**src/rtl/sign_extend.sv**
```systemverilog
// Immediate extension unit: widens a 16-bit immediate to 32 bits.
// Combinational result plus a registered copy with a valid flag.
module sign_extend (
    input  logic        clk,
    input  logic        rst,
    input  logic [15:0] a,
    input  logic [1:0]  ext_op,
    input  logic        en,
    output logic [31:0] y,
    output logic [31:0] y_q,
    output logic        valid_q
);

    localparam logic [1:0] OP_SIGN   = 2'b00;
    localparam logic [1:0] OP_ZERO   = 2'b01;
    localparam logic [1:0] OP_UPPER  = 2'b10;
    localparam logic [1:0] OP_BRANCH = 2'b11;

    logic [31:0] y_q_d;
    logic        valid_q_d;

    // Select the extension form from ext_op.
    always_comb begin
        y = {{16{a[15]}}, a};
        unique case (ext_op)
            OP_SIGN:   y = {{16{a[15]}}, a};
            OP_ZERO:   y = {16'h0000, a};
            OP_UPPER:  y = {a, 16'h0000};
            OP_BRANCH: y = {{14{a[15]}}, a, 2'b00};
            default:   y = {{16{a[15]}}, a};
        endcase
    end

    // Load the registered copy when enabled, otherwise hold.
    always_comb begin
        y_q_d     = y_q;
        valid_q_d = valid_q;
        if (en) begin
            y_q_d     = y;
            valid_q_d = 1'b1;
        end
    end

    // Registered outputs; reset clears them and wins over en.
    always_ff @(posedge clk or posedge rst) begin
        if (rst) begin
            y_q     <= 32'h0000_0000;
            valid_q <= 1'b0;
        end else begin
            y_q     <= y_q_d;
            valid_q <= valid_q_d;
        end
    end

endmodule

```
**config.mk**
```make
export PLATFORM = sky130hd
export DESIGN_NAME = sign_extend
export DESIGN_NICKNAME = d
export VERILOG_FILES = /design/src/rtl/sign_extend.sv
export SDC_FILE = /design/constraint.sdc
export NUM_CORES = 1
export LEC_CHECK = 0
export ABC_AREA = 1
export ABC_CLOCK_PERIOD_IN_PS = 1100
export CORE_ASPECT_RATIO = 1.1
export CORE_MARGIN = 4
export CORE_UTILIZATION = 39
export DETAILED_ROUTE_END_ITERATION = 10
export MAX_ROUTING_LAYER = met4
export PLACE_DENSITY_LB_ADDON = 0.2
export SYNTH_ARGS = -nofsm -noshare
export SYNTH_HDL_FRONTEND = slang
export SYNTH_SLANG_ARGS = --single-unit
```
**constraint.sdc**
```tcl
create_clock -name clk -period 1.1 [get_ports clk]
set_input_delay 0.11 -clock clk [delete_from_list [all_inputs] [get_ports clk]]
set_output_delay 0.11 -clock clk [all_outputs]
set_load 0.01 [all_outputs]
```
# == Word level (Yosys, flattened, before mapping) ==
# Cells that the tools add are included.
# op_classes
eq_ne,3
n_mux,1
n_reduce_logical,1
# op_table
operator,n
one-hot mux 32 bit (4 select lines),1
== test 2 bit (second input constant),2
== test 2 x 1 -> 1 bit (second input constant),1
logical NOT 2 bit,1
# word_totals
ff_bits,33
elab_cells,7

# == Depth between registers and ports, before layout ==
# depth
ltp_word,2
mapped_depth,7
mapped_depth_nobuf,5

# == Least setup slack after synthesis ==
# OpenSTA, ideal clock, no wires.
# synth_timing
path_type,input -> register
from,input ext_op[1]
to,register y_q[10]
arrival_ns,0.896
slack_ns,0.138
path_stages,5
path_buffers,2
path_cell_list,buf_4 buf_2 o21ai_0 nand2_1 nand2_1
# synth_via
elab_chain_len,2
word_cells_on_any_way,5
cone_classes,eq/ne (3); mux (1); reduce/logical (1)
# synth_lines
element,line_no,source
"start, declared",7,"input logic [1:0] ext_op,"
"== test 2 bit, or another cell as far along",25,unique case (ext_op)
one-hot mux 32 bit (4 select lines) *,25,
named net y[10],9,"output logic [31:0] y,"
"end signal, assigned",50,y_q <= y_q_d;
"end, declared",10,"output logic [31:0] y_q,"
# The timed path passes the listed nets; every way through them passes the cells marked *.
# A chain may end at the register's enable or synchronous reset.

# == Final worst setup path ==
# layout_timing
from,input ext_op[0]
to,output y[19]
# layout_via
elab_chain_len,2
word_cells_on_any_way,5
cone_classes,eq/ne (3); mux (1); reduce/logical (1)
# layout_lines
element,line_no
"== test 2 bit, or another cell as far along",25
one-hot mux 32 bit (4 select lines) *,25
"end, declared",9
# Every way passes the cells marked *; elsewhere a longest branch is shown, timed or not.

==> run metrics <==
status finished, final reports clean; post-synth top area share 50.5%; CP Capture Type primary output; Total Wirelength 5.89 mm; most frequent cell after synthesis nand2_1; multi-input logic area 852 µm²; Critical Path AT 0.95 ns; max-cap violations 0; Die W 69.8 µm; Hold WC Path Type in -> async; Main synth FF type dfrtp_1; design area 2960 µm²; vias in the first global route 1,903; register bit total from synthesis 33; area post-placement 2700 µm²; Final Hold Fails 0; residual overflow from global routing 0; initial antenna violation count 0; Synth top cells by count 97 x nand2_1, 41 x nand3_1, 33 x dfrtp_1; Worst Slack Setup Final 0.0351 ns; DRC 0; synthesized netlist cell count 221; total number of vias 1,994; reg2reg start valid_q; core area 3990 µm²; deepest clock path buffer count 2; Period minus WS final 1.06 ns; Fmax achieved 0.939 GHz; Starting Density 41.0%; largest net degree at the start of global routing 34; global-route wire length before repair 9.36 mm; EDFF count, synth 0; CP Class in -> out; Syn Nets 242; flop2flop setup slack 0.36 ns; Setup Viol. Count Final 0; All-Layer GR Usage 22.4%; Die ar. 5300 µm²; TNS Setup 0 ns; Crit Path Max Fanout 7; DRT Pass-1 Iters 4; Leak 1.69 nW; Root Driver clkbuf_8; post-cts hold buffer count 0; Unique masters post-synth 16; TritonCTS buffer count 5; most area-hungry cell type in the Yosys netlist dfrtp_1; P&R area growth vs syn 80.7%; Register Area 826 µm²; required time worst endpoint 0.99 ns; # rows 24; FF-to-FF path depth 1; final core utilization 74.0%; Avg Inst Size Synth 7.41 µm²; worst vdd ir 0.000934 V; Syn. warnings 0; die span in y 75.9 µm; antenna cells 0; CP Launch Point ext_op[0]; critical path launch point type input port; post-place setup slack -0.771 ns; GPL Wtd Cong 0.807; asr flop ratio synth 100%; Final ANT Viol Nets 0; CTS tree done; synth top area cells dfrtp_1 50%, nand2_1 22%, nand3_1 13%; PortBufs 85; sequential fraction of the synthesis area 50.5%; max-slew violation count 0; Crit Reg-Reg Endpoint valid_q; number of fill cells 329; io pins 86; # clock sinks 33; Final nets 360; period utilization 96.8%; share of layout cells above drive strength 1 30.1%; Slew Limit Headroom 86.4%; Mapped Area 1640 µm²; worst clock skew 0 ns; DR iter-0 viols 106; Wirelength per Cell 15.1 µm; routed vias/inst 5.10; Clk pin slew, worst setup/hold paths 0.06 ns; Tightest Pin Transition 0.204 ns; worst skew pair latency 0.28 ns; Power Density 1130 nW/µm²; H-tree Lvls 2; DP HPWL 4.03 mm
-- cell usage in the layout (no fill, tap or decap), types with 2 or more instances in the layout --
master and instances:
a31oi_1 5, buf_2 14, buf_4 28, buf_6 19
clkbuf_8 6, clkdlybuf4s15_1 5, clkdlybuf4s15_2 6, clkdlybuf4s50_1 2
dfrtp_1 33, dlygate4sd2_1 50, inv_1 8, nand2_1 96
nand2_4 2, nand3_1 25, nand3_2 12, nand3_4 4
nor2_1 7, o21ai_1 3, o21ai_2 6
-- critical path, stage by stage --
cell,delay [ns]
buf_6,0.10
buf_6,0.13
nor2_4,0.18
nand2_4,0.11
buf_6,0.16
nand3_4,0.06
buf_6,0.10
-- flip-flops by register name, indices dropped and copies added (netlist names) --
signal and flops:
y_q 32, valid_q 1
-- worst max path at each step --
stage,endpoint,cells after the start
2_1_floorplan,y_q[10],5
3_3_place_gp,y[19],6
3_5_place_dp,y[19],6
4_1_cts,y[17],7
5_1_grt,y_q[30],1
6_report,y[19],7
-- kinds of logic (layout without fill, tap and decap cells) --
| kind of cell | count (synthesis) | in the layout | share of synthesized area [%] |
|---|---|---|---|
| buffers and inverters | 25 | 142 | 7.19 |
| DFF | 33 | 33 | 50.5 |
| AOI/OAI and AO/OA | 15 | 15 | 4.97 |
| and+or+nand+nor | 148 | 149 | 37.4 |
-- report_power, final --
part	total (W)	switching, W	internal, W
combinational	0.00104	0.000548	0.000493
clock	0.000911	0.000416	0.000496
sequential	0.00139	0.0000585	0.00133
-- area by class of cell --
type / count / share of cell area [%]
tap: 52 / 2.20
inverter: 10 / 1.27
multi-input combinational: 164 / 28.8
clock buffer: 7 / 2.92
timing repair buffer: 125 / 36.9
sequential: 33 / 27.9
-- through the flow --
stage / cells / power (W) / hold WS [ns]
after floorplan: 221 / 0.00182 / 0.239
after global placement: 371 / 0.00248 / 0.455
after detailed placement: 371 / 0.00249 / 0.455
after CTS: 387 / 0.00332 / 0.193
after global routing: 391 / 0.00352 / 0.211
final: 391 / 0.00335 / 0.186
-- routing by layer --
| metal | wire [µm] | vias to the layer above | global-route usage (%) |
|---|---|---|---|
| met1 | 2330 | 948 | 26.4 |
| met2 | 3080 | 88 | 38.3 |
| li1 | - | 942 | - |
| met5 | 0 | - | - |
| met3 | 348 | 16 | 4.23 |
| met4 | 136 | 0 | 7.66 |
-- what timing repair did --
item                       in CTS  in global routing
resized for setup             211                 22
hold endpoints to repair        0                  0
pin swaps                       2                  2
setup buffers                   7                  2
setup endpoints to repair      78                 25
cloned                          2                  2
No activity file was read; power rests on OpenSTA's default activity.
==> variant 1 (same settings) <==
Make the reset (`rst`) synchronous in one clocked block.
--- a/src/rtl/sign_extend.sv
+++ b/src/rtl/sign_extend.sv
@@ -44,3 +44,3 @@
     // Registered outputs; reset clears them and wins over en.
-    always_ff @(posedge clk or posedge rst) begin
+    always_ff @(posedge clk) begin
         if (rst) begin
Function: differs if rst is asserted again (counterexample within 4 cycles, from zero or initial values and one cycle with rst high); with rst held inactive, the same outputs for 10 cycles.
==> variant 1 against the unedited design <==
Sequential cell count is the same. Clock power shrank 6.7%. Design area grew 0.30%. Sequential share of layout area shrank 5.7 points. Setup slack gained 0.0030 ns. Total power shrank 5.4%. Wire length shrank 2.8%. Synthesized area grew 5.5%.
==> variant 1: results (changes against the unedited design) <==
* Critical path peak fanout: 3 (was 7)
* Outcome: complete, no violations (unchanged)
* Tightest hold margin: 0.3055 ns (was 0.1861 ns)
* Maximum number of pins on one net before global-route repair: 24 (was 34)
- Relative slew slack: 0.8320 (was 0.8642)
* Nets: 382 (was 360)
- The sum of met3 wire segment lengths after detailed routing came to 330 um (was 348 um).
* Top cells by area in the synthesized netlist: dfxtp_1 38%, nor2_1 13%, nand3_2 7.0%, nand2_1 6.7%, o21ai_0 6.4% (was dfrtp_1 50%, nand2_1 22%, nand3_1 13%, o21ai_0 2.8%, buf_2 2.1%)
* Hold/Removal Path Class: input port to register (was input port to async pin)
* P_int: 2212 uW (was 2324 uW)
- The routed wire length is 5727 um (was 5894 um).
- The worst vdd rail ir drop was 594.1 uV (was 934.5 uV).
- The clock-cell share of area was 0.02700 (was 0.02920).
- The estimated wirelength of the detail-placed design is 4084 um (was 4032 um).
* Post-Place Worst Slack: -0.7257 ns (was -0.7714 ns)
* Flip-flop and latch share of the layout cell area: 0.2228 (was 0.2793)
- The number of buffers inserted to repair setup after CTS came to 11 (was 7).
* Area of combinational cells with multiple inputs: 965.9 um2 (was 852.1 um2)
* Fraction of area in non-clock buffers: 0.3688 (was 0.3686)
- PnR Total Power: 3166 uW (was 3346 uW)
- The amount of wire on met2 after detailed routing is 2973 um (was 3081 um).
* Clock buf count: 8 (was 7)
* Part of the Yosys area used for sequential elements: 0.3826 (was 0.5046)
- The fraction of met3 tracks used by global routing is 0.03886 (was 0.04233).
- Met1 GRT Util: 0.2496 (was 0.2637)
- Met1 routed wirelength after detailed routing: 2358 um (was 2328 um)
- The number of gates resized after cts came to 199 (was 211).
- Total nets after synthesis: 269 (was 242)
- The non-clock inverter instance count of the final layout is 23 (was 10).
- Layout buffer count excluding clock buffers: 121 (was 125)
-- variant 1: worst max-delay path, cell delays in order --
cell and delay, ns:
clkdlybuf4s15_1 0.24, buf_6 0.17, nand2_1 0.11, inv_1 0.08
clkdlybuf4s15_2 0.23
-- variant 1: cells by family (layout without fill, tap and decap cells) --
logic type	Yosys count	after routing	share of synthesized area
AND/OR/NAND/NOR	141	142	0.3964
buffers and inverters	39	152	0.1196
AO/OA/AOI/OAI	35	35	0.1015
flip-flops	33	33	0.3826
-- variant 1: path summary, 6_finish.rpt --
| check | from | to | cells past startpoint |
|---|---|---|---|
| setup reg to reg | y_q[13] | y_q[13] | 4 |
| setup / recovery | a[15] | y[31] | 5 |
| hold / removal | a[3] | y_q[3] | 6 |
| hold reg to reg | valid_q | valid_q | 2 |
-- variant 1: through the flow --
step | cell area, um2 | instances
2_1_floorplan | 1727 | 248
3_3_place_gp | 2751 | 394
3_5_place_dp | 2751 | 394
4_1_cts | 2953 | 415
5_1_grt | 2965 | 416
6_report | 2965 | 416
==> variant 2 (config.mk and constraints unchanged) <==
Made on the original files. Register the output `y`; this adds one clock of latency there. The other outputs are not delayed to match.
--- a/src/rtl/sign_extend.sv
+++ b/src/rtl/sign_extend.sv
@@ -18,2 +18,4 @@
 
+    logic [31:0] y_d;
+
     logic [31:0] y_q_d;
@@ -23,9 +25,9 @@
     always_comb begin
-        y = {{16{a[15]}}, a};
+        y_d = {{16{a[15]}}, a};
         unique case (ext_op)
-            OP_SIGN:   y = {{16{a[15]}}, a};
-            OP_ZERO:   y = {16'h0000, a};
-            OP_UPPER:  y = {a, 16'h0000};
-            OP_BRANCH: y = {{14{a[15]}}, a, 2'b00};
-            default:   y = {{16{a[15]}}, a};
+            OP_SIGN:   y_d = {{16{a[15]}}, a};
+            OP_ZERO:   y_d = {16'h0000, a};
+            OP_UPPER:  y_d = {a, 16'h0000};
+            OP_BRANCH: y_d = {{14{a[15]}}, a, 2'b00};
+            default:   y_d = {{16{a[15]}}, a};
         endcase
@@ -38,3 +40,3 @@
         if (en) begin
-            y_q_d     = y;
+            y_q_d     = y_d;
             valid_q_d = 1'b1;
@@ -54,2 +56,6 @@
 
+    always_ff @(posedge clk) begin
+        y <= y_d;
+    end
+
 endmodule
Function: changed (Yosys sat finds a counterexample within 4 cycles, from zero or initial values and one cycle with rst high).
==> variant 2 against the unedited design <==
Total power up 63%. Wire length up 3.6%. Worst hold slack worse by 0.078 ns. Synthesized area up 47%. Sequential cell count up 32. Design area up 17%. Setup slack better by 0.0021 ns. Sequential share of layout area up 15 points. Highest routed layer unchanged.
==> variant 2: results (changes against the unedited design) <==
- Number of instances in the synthesized netlist: 254 (was 221)
* Static Leakage: 0.001811 uW (was 0.001687 uW)
- The class of the tightest hold or removal check is input port to async pin (unchanged).
* Part of the Yosys area used for sequential elements: 0.6101 (was 0.5046)
* Top cells by area in the synthesized netlist: dfrtp_1 34%, dfxtp_1 27%, nand2_1 15%, nand3_1 6.2%, nand3_2 5.0% (was dfrtp_1 50%, nand2_1 22%, nand3_1 13%, o21ai_0 2.8%, buf_2 2.1%)
- Clock transition at the registers of the reported paths: around 0.070 ns
* Outcome: complete, no violations (unchanged)
- The DRC violation total after the first TritonRoute iteration is 96 (was 106).
- Post-detail-place hpwl: 4463 um (was 4032 um)
- Antenna violations before repair: 0 (unchanged)
- Crit path largest cell delay: 0.39 ns (was 0.18 ns)
- Yosys synthesis warning count: 0 (unchanged)
- The standard cell area after detailed placement is 3352 um2 (was 2695 um2).
- Number of max-cap violations: 0 (unchanged)
- The arrival time of the worst setup path was 0.95 ns (about the same).
- Vias per inst: 4.577 (was 5.100)
- Relative slew slack: 0.7045 (was 0.8642)
* Critical path peak fanout: 2 (was 7)
- Final standard cell count with taps included and fillers excluded: 428 (was 391)
- Final RePlAce weighted congestion: 0.7891 (was 0.8068)
* Average wire per standard cell: 14.26 um (was 15.07 um)
- The buffer depth of the longest clock path was 2 (unchanged).
- Registers with the highest flip-flop counts: y (32), y_q (32), valid_q (1) (was y_q (32), valid_q (1))
* Count of input and output buffers: 85 (unchanged)
- The minimum setup slack after placement is -0.3561 ns (was -0.7714 ns).
- GRT Resource Usage Total: 0.1711 (was 0.2242)
- TritonCTS Buffers: 9 (was 5)
- The number of H-tree levels is 3 (was 2).
* Maximum number of pins on one net before global-route repair: 34 (unchanged)
- Total nets after synthesis: 275 (was 242)
* Synth top cells by count: 94 x nand2_1, 33 x dfrtp_1, 32 x dfxtp_1 (was 97 x nand2_1, 41 x nand3_1, 33 x dfrtp_1)
* Nets: 367 (was 360)
* Share of flip-flops with an asynchronous set or reset after synthesis: 0.5077 (was 1.000)
- The first-pass GRT wire length was 9853 um (was 9356 um).
- The post-placement cell count is 411 (was 371).
- Worst IR drop on VDD: 936.6 uV (was 934.5 uV)
- The number of distinct standard cells referenced by the synthesized netlist is 20 (was 16).
* Ratio of cells with drive above 1 in the final layout: 0.1738 (was 0.3009)
- The final-report hold violation count came to 0 (unchanged).
- The critical path's slowest cell is dfrtp_1 (was nor2_4).
- Clk_lat worst skew: 0.33 ns (was 0.28 ns)
- Diodes inserted: 0 (unchanged)
* Worst Skew: 0 ns (unchanged)
- Number of detailed-routing iterations run before antenna repair: 4 (unchanged)
- The kind of cell with the highest combined delay on the critical path was flip-flops (was buffers and inverters).
- The root cell of the clock tree was clkbuf_8 (unchanged).
* Dominant synthesized flop cell: dfrtp_1 (unchanged)
- Number of global-route vias before repair: 1991 (was 1903)
-- variant 2: layout make-up --
type                            instances  area, um2
Fill cell                             555       2424
Sequential cell                        65       1466
Timing Repair Buffer                   98      888.4
Multi-Input combinational cell        163      789.5
Clock buffer                           12      135.1
Tap cell                               77      96.34
Clock inverter                          4      45.04
Inverter                                9      33.78
-- variant 2: path summary, 6_finish.rpt --
kind	start	endpoint	slack, ns	cells after the start
max	y_q[1]	y_q[1]	0.04	1
min	rst	y_q[25]	0.11	3
max reg2reg	valid_q	valid_q	0.34	1
min reg2reg	valid_q	valid_q	0.47	1
max in group asynchronous	rst	y_q[27]	0.79	3
min in group clk	ext_op[1]	y[15]	0.28	3
-- variant 2: worst min-delay path, cell delays in order --
cell             delay [ns]
clkdlybuf4s50_1        0.39
inv_1                  0.09
buf_12                 0.21
-- variant 2: metal layers --
layer | routed length [um] | share of wire | up-vias | track usage
li1 | - | - | 993 | -
met1 | 2782 | 0.46 | 875 | 0.2172
met2 | 2722 | 0.45 | 76 | 0.2520
met3 | 408 | 0.067 | 15 | 0.04562
met4 | 192 | 0.031 | 0 | 0.08583
met5 | 0 | 0 | - | -
-- variant 2: what timing repair did --
| item | CTS | global route |
|---|---|---|
| resized for setup | 99 | 17 |
| buffers inserted | 0 | 1 |
| setup endpoints to repair | 66 | 22 |
-- variant 2: power by group --
part / switching (uW) / leakage, uW / internal, uW
clock network: 829 / 0.0000941 / 1040
logic: 493 / 0.00104 / 420
registers: 93.3 / 0.000677 / 2590
-- variant 2: logic make-up after synthesis --
logic type,count (synthesis),synth area share
buffers and inverters,26,0.06663
flip-flops,65,0.6101
AND/OR/NAND/NOR,148,0.2853
AO/OA/AOI/OAI,15,0.03800
